==> src/rtl/spi_target.sv <==
`default_nettype none
// ============================================================================
// Module   : spi_target
// Brief    : SPI mode-0 target. Synchronises the SPI pins into clk, receives
//            MOSI bytes with their DC flag, and shifts a single-byte-buffered
//            transmit stream out on MISO.
// Revision : 1.0 - initial release
// ============================================================================
module spi_target #(
    parameter logic [7:0] UNDERRUN_BYTE = 8'hFF
) (
    input  logic       clk,
    input  logic       rstn,
    // SPI pins (asynchronous to clk)
    input  logic       spi_sclk,
    input  logic       spi_cs_n,
    input  logic       spi_mosi,
    input  logic       spi_dc,
    output logic       spi_miso,
    output logic       spi_miso_oe,
    // receive stream
    output logic [7:0] rx_data,
    output logic       rx_dc,
    output logic       rx_first,
    output logic       rx_valid,
    // transmit stream
    input  logic [7:0] tx_data,
    input  logic       tx_valid,
    output logic       tx_ready,
    output logic       tx_underrun,
    input  logic       clr_underrun,
    // status
    output logic       selected
);

    // ------------------------------------------------------------------------
    // Pin synchronisers (two flops each, identical delay on every pin)
    // ------------------------------------------------------------------------
    logic [1:0] sclk_sync_q;
    logic [1:0] cs_n_sync_q;
    logic [1:0] mosi_sync_q;
    logic [1:0] dc_sync_q;
    logic       sclk_prev_q;
    logic       cs_n_prev_q;

    always_ff @(posedge clk) begin
        if (!rstn) begin
            sclk_sync_q <= 2'b00;
            cs_n_sync_q <= 2'b11;
            mosi_sync_q <= 2'b00;
            dc_sync_q   <= 2'b00;
            sclk_prev_q <= 1'b0;
            cs_n_prev_q <= 1'b1;
        end else begin
            sclk_sync_q <= {sclk_sync_q[0], spi_sclk};
            cs_n_sync_q <= {cs_n_sync_q[0], spi_cs_n};
            mosi_sync_q <= {mosi_sync_q[0], spi_mosi};
            dc_sync_q   <= {dc_sync_q[0], spi_dc};
            sclk_prev_q <= sclk_sync_q[1];
            cs_n_prev_q <= cs_n_sync_q[1];
        end
    end

    logic sclk_s;
    logic mosi_s;
    logic dc_s;
    logic sel;
    logic rise;
    logic fall;
    logic cs_fall;

    assign sclk_s  = sclk_sync_q[1];
    assign mosi_s  = mosi_sync_q[1];
    assign dc_s    = dc_sync_q[1];
    assign sel     = ~cs_n_sync_q[1];
    assign rise    = sel &  sclk_s & ~sclk_prev_q;
    assign fall    = sel & ~sclk_s &  sclk_prev_q;
    assign cs_fall = cs_n_prev_q & ~cs_n_sync_q[1];

    // ------------------------------------------------------------------------
    // Shift engine and transmit buffer
    // ------------------------------------------------------------------------
    logic [2:0] bit_cnt_q,       bit_cnt_d;
    logic [6:0] rx_shift_q,      rx_shift_d;
    logic [7:0] tx_shift_q,      tx_shift_d;
    logic [7:0] tx_buf_q,        tx_buf_d;
    logic       tx_full_q,       tx_full_d;
    logic       first_pending_q, first_pending_d;
    logic [7:0] rx_data_q,       rx_data_d;
    logic       rx_dc_q,         rx_dc_d;
    logic       rx_first_q,      rx_first_d;
    logic       rx_valid_q,      rx_valid_d;
    logic       tx_underrun_q,   tx_underrun_d;
    logic       slot_load;

    always_comb begin
        bit_cnt_d       = bit_cnt_q;
        rx_shift_d      = rx_shift_q;
        tx_shift_d      = tx_shift_q;
        tx_buf_d        = tx_buf_q;
        tx_full_d       = tx_full_q;
        first_pending_d = first_pending_q;
        rx_data_d       = rx_data_q;
        rx_dc_d         = rx_dc_q;
        rx_first_d      = rx_first_q;
        rx_valid_d      = 1'b0;
        tx_underrun_d   = tx_underrun_q;
        slot_load       = 1'b0;

        if (clr_underrun) begin
            tx_underrun_d = 1'b0;
        end

        if (tx_valid && !tx_full_q) begin
            tx_buf_d  = tx_data;
            tx_full_d = 1'b1;
        end

        if (!sel) begin
            // Deselected: any partial byte is dropped.
            bit_cnt_d = 3'd0;
        end else if (cs_fall) begin
            bit_cnt_d       = 3'd0;
            first_pending_d = 1'b1;
            slot_load       = 1'b1;
        end else if (rise) begin
            rx_shift_d = {rx_shift_q[5:0], mosi_s};
            bit_cnt_d  = bit_cnt_q + 3'd1;
            if (bit_cnt_q == 3'd7) begin
                rx_data_d       = {rx_shift_q, mosi_s};
                rx_dc_d         = dc_s;
                rx_first_d      = first_pending_q;
                first_pending_d = 1'b0;
                rx_valid_d      = 1'b1;
            end
        end else if (fall) begin
            if (bit_cnt_q == 3'd0) begin
                slot_load = 1'b1;
            end else begin
                tx_shift_d = {tx_shift_q[6:0], 1'b0};
            end
        end

        // A load only consumes a full buffer and a write only fills an empty
        // one, so the two tx_full updates above and below never both apply.
        if (slot_load) begin
            if (tx_full_q) begin
                tx_shift_d = tx_buf_q;
                tx_full_d  = 1'b0;
            end else begin
                tx_shift_d    = UNDERRUN_BYTE;
                tx_underrun_d = 1'b1;
            end
        end
    end

    always_ff @(posedge clk) begin
        if (!rstn) begin
            bit_cnt_q       <= 3'd0;
            rx_shift_q      <= 7'd0;
            tx_shift_q      <= UNDERRUN_BYTE;
            tx_buf_q        <= 8'd0;
            tx_full_q       <= 1'b0;
            first_pending_q <= 1'b0;
            rx_data_q       <= 8'd0;
            rx_dc_q         <= 1'b0;
            rx_first_q      <= 1'b0;
            rx_valid_q      <= 1'b0;
            tx_underrun_q   <= 1'b0;
        end else begin
            bit_cnt_q       <= bit_cnt_d;
            rx_shift_q      <= rx_shift_d;
            tx_shift_q      <= tx_shift_d;
            tx_buf_q        <= tx_buf_d;
            tx_full_q       <= tx_full_d;
            first_pending_q <= first_pending_d;
            rx_data_q       <= rx_data_d;
            rx_dc_q         <= rx_dc_d;
            rx_first_q      <= rx_first_d;
            rx_valid_q      <= rx_valid_d;
            tx_underrun_q   <= tx_underrun_d;
        end
    end

    // ------------------------------------------------------------------------
    // Outputs
    // ------------------------------------------------------------------------
    assign spi_miso    = tx_shift_q[7];
    assign spi_miso_oe = sel;
    assign selected    = sel;
    assign rx_data     = rx_data_q;
    assign rx_dc       = rx_dc_q;
    assign rx_first    = rx_first_q;
    assign rx_valid    = rx_valid_q;
    assign tx_ready    = ~tx_full_q;
    assign tx_underrun = tx_underrun_q;

endmodule
`default_nettype wire

==> config.mk <==
export PLATFORM = sky130hd
export DESIGN_NAME = spi_target
export DESIGN_NICKNAME = d
export VERILOG_FILES = /design/src/rtl/spi_target.sv
export SDC_FILE = /design/constraint.sdc
export NUM_CORES = 1
export LEC_CHECK = 0
export BUFFER_PORTS_ARGS = -buffer_cell sky130_fd_sc_hd__buf_2
export CORE_AREA = 2 2 82 84
export DETAILED_ROUTE_END_ITERATION = 6
export DIE_AREA = 0 0 84 86
export GPL_ROUTABILITY_DRIVEN = 0
export PLACE_DENSITY = 0.46
export SLEW_MARGIN = 10
export SYNTH_ARGS = -nofsm -noshare
export SYNTH_HDL_FRONTEND = slang
export SYNTH_SLANG_ARGS = --single-unit
==> constraint.sdc <==
create_clock -name clk -period 3.6 [get_ports clk]
set_clock_uncertainty 0.2 [all_clocks]
set_input_delay 0.18 -clock clk [delete_from_list [all_inputs] [get_ports clk]]
set_output_delay 0.18 -clock clk [all_outputs]
set_load 0.02 [all_outputs]
==> flow_summary.toml <==
[run_status]
status = "finished clean"

[worst_hold_path]
hold_class = "flip-flop to flip-flop"
whs_path_depth = 1
hold_path_startpoint = "cs_n_sync_q[0]"

[place]
hpwlAfterDp_mm = 2.40
dp_slack_ns = 1.57
portBuffers = 31
place_area_um2 = 2040

[worst_setup_path]
r2r_cells = 4
crit_fanout = 18
path_class = "flip-flop to flip-flop"
cp_slowest_cell = "nor4b_4"
r2r-start = "cs_n_sync_q[1]"
required_ns = 3.58
end_kind = "flip-flop"
cpPeakStageDelay_ns = 0.79
path_cells = "nor4b_4 > nand2_2 > nand2_1 > a21oi_1"
start_kind = "flip-flop"
arrival_ns = 1.98
critical_path.startpoint = "cs_n_sync_q[1]"

[grt]
grtUsageTotal_pct = 10.6
grt_pass1_vias = 1297
grt-ovfl-total = 0
grt_antenna_before_repair = 0
grt_max_degree = 36
grt_pass1_wl_mm = 6.15

[cells_and_area]
drive_gt1_share_pct = 18.8
final_cell_area_um2 = 2310
fill_cells = 649
diodes = 0
finalNetCount = 263
syn2layout_area_growth_pct = 24.4

[drt]
antenna_left = 0
drt-pass1-iter-count = 5
drc = 0
first_iter_violations = 92
wl_per_cell_um = 11.2
detail_route.vias_per_cell = 4.50
drt_wl_total_mm = 3.61
vias = 1450

[clock_network]
clockBufferDepth = 2
clkSinkCount = 50
cts-buffers-inserted = 5
cts-root-buf = "clkbuf_8"
htreeDepth = 2
clkLatencyLatePin_ns = 0.29
post_cts.repair.setup_buffers = 0
cts_tree = "done"
cts_resized = 0
clk_pin_slew_ns = 0.09

[sta]
max_freq_ghz = 0.499
rsz0062_at_grt = "no"
layout_setup_ws_ns = 1.60
slew_violations = 0
setup_tns_ns = 0
finalSetupViolCount = 0
min_period_over_period_pct = 55.6
holdWs_ns = 0.231
min_period_ns = 2.00
worstMarginPinSlew_ns = 0.952
relSlewSlack_pct = 36.4
hold_viol_final = 0

[logic_synthesis]
muxShareOfSynthArea_pct = 4.85
synth_top_area_cell = "dfxtp_1"
synth_area_per_cell_um2 = 9.24
synthTopCellsByArea = "dfxtp_1 54%, a21oi_1 7.5%, nand2_1 5.5%"
synth_fa_ha_area_share_pct = 2.02
yosysUniqueCellTypes = 32
syn_nets = 220
ys_ff_latch = 50
synth_common_cells = "50 x dfxtp_1, 28 x a21oi_1, 27 x nand2_1"
synth.most_common_cell = "dfxtp_1"
netlist_instances = 201
ys_warn_count = 0
synth-edff-count = 0
synth_simple_gate_area_share_pct = 19.8
async_flop_share_pct = 0
synth_top_family_by_area = "simple AND/OR/NAND/NOR gates"
synthXorXnorAreaFrac_pct = 0.471
synth-main-ff-cell = "dfxtp_1"
yosysTopAreaCellShare_pct = 53.9
yosysSeqAreaShare_pct = 53.9
synth_area_um2 = 1860
synth-compound-area-share_pct = 13.7

[die]
core_um2 = 6280
start_util_pct = 29.6
die_w_um = 84
die_h_um = 86
die-area_um2 = 7220
io_pins = 32
num_rows = 29

[pwr]
pwr-share-clk_pct = 37.9
ir_drop_uv = 204
p_comb_share_pct = 6.3
pwr_density_cell_nw_per_um2 = 449
switching_share_pct = 21.8
power_switching_uw = 227
power_leakage_uw = 0.000888
power.internal_uw = 811
seqPwrFrac_pct = 55.9

[flow_run]
maxCapViolCount = 0
power by group through the flow:
stage | registers, uW | clock network, uW | logic, uW
after global placement | 592 | 0 | 52.6
after detailed placement | 592 | 0 | 52.7
after CTS | 580 | 410 | 66.2
final | 579 | 393 | 65.2
after floorplan | 590 | 0 | 38.3
after global routing | 582 | 431 | 73.5
cells by family (layout without fill, tap and decap cells):
kind of cell	Yosys count	count (layout)
AO/OA/AOI/OAI	47	47
XOR/XNOR	1	1
adder cells (fa/ha/maj)	3	3
buffers and inverters	17	61
flip-flops	50	50
multiplexers	9	9
AND/OR/NAND/NOR	74	74
state kept, by name (all words and copies together), names as in the netlist, 2 cells and up:
signal / cells
rx_data: 8
tx_buf_q: 8
tx_shift_q: 8
rx_shift_q: 7
bit_cnt_q: 3
cs_n_sync_q: 2
dc_sync_q: 2
mosi_sync_q: 2
sclk_sync_q: 2
placed cells by master (no fill, tap or decap), drive strengths merged, types with 3 or more instances in the layout:
master,count
a21oi,28
and2,7
buf,32
clkbuf,5
dfxtp,50
dlygate4sd3,16
ha,3
inv,4
mux2i,9
nand2,28
nand2b,3
nand3,10
nor2,17
nor2b,3
o21ai,9
o22ai,6
layout make-up:
| cell class | instances | area [um^2] | share of cell area [%] |
|---|---|---|---|
| flip-flops and latches | 50 | 1000 | 43.3 |
| multi-input cells | 134 | 758 | 32.8 |
| inverters | 5 | 18.8 | 0.812 |
| clock buffers | 5 | 68.8 | 2.98 |
| well taps | 77 | 96.3 | 4.17 |
| repair buffers | 48 | 323 | 14.0 |
| clock inverters | 3 | 45.0 | 1.95 |
worst max-delay path: cells and delay by family (launching register included):
kind | cells | cell delay (ns)
flops | 1 | 0.39
compound gates | 1 | 0.07
simple gates | 3 | 1.22
what timing repair did:
action                                  CTS  global route
hold buffers                             16             0
endpoints found under the setup margin    0             0
hold endpoints to repair                 16             0
per-layer routing:
layer / wire (um) / vias up / track usage [%]
met3: 167 / 7 / 3.08
met4: 64 / 0 / 4.84
met5: 0 / - / 0
li1: - / 764 / -
met1: 1960 / 646 / 14.7
met2: 1420 / 33 / 15.1
per-stage QoR:
| step | total power, uW | cells | utilization, % |
|---|---|---|---|
| floorplan | 628 | 201 | - |
| global placement | 645 | 298 | 32.4 |
| detailed placement | 645 | 298 | 32.4 |
| CTS | 1060 | 322 | 36.8 |
| global route | 1090 | 322 | 36.8 |
| finish | 1040 | 322 | 36.8 |
path summary, 6_finish.rpt:
| path | to | slack, ns |
|---|---|---|
| worst max register to register | rx_dc | 1.60 |
| worst min register to register | cs_n_sync_q[1] | 0.23 |
| worst max-delay path | rx_dc | 1.60 |
| worst min-delay path | cs_n_sync_q[1] | 0.23 |
No activity file was read; power rests on OpenSTA's default activity.
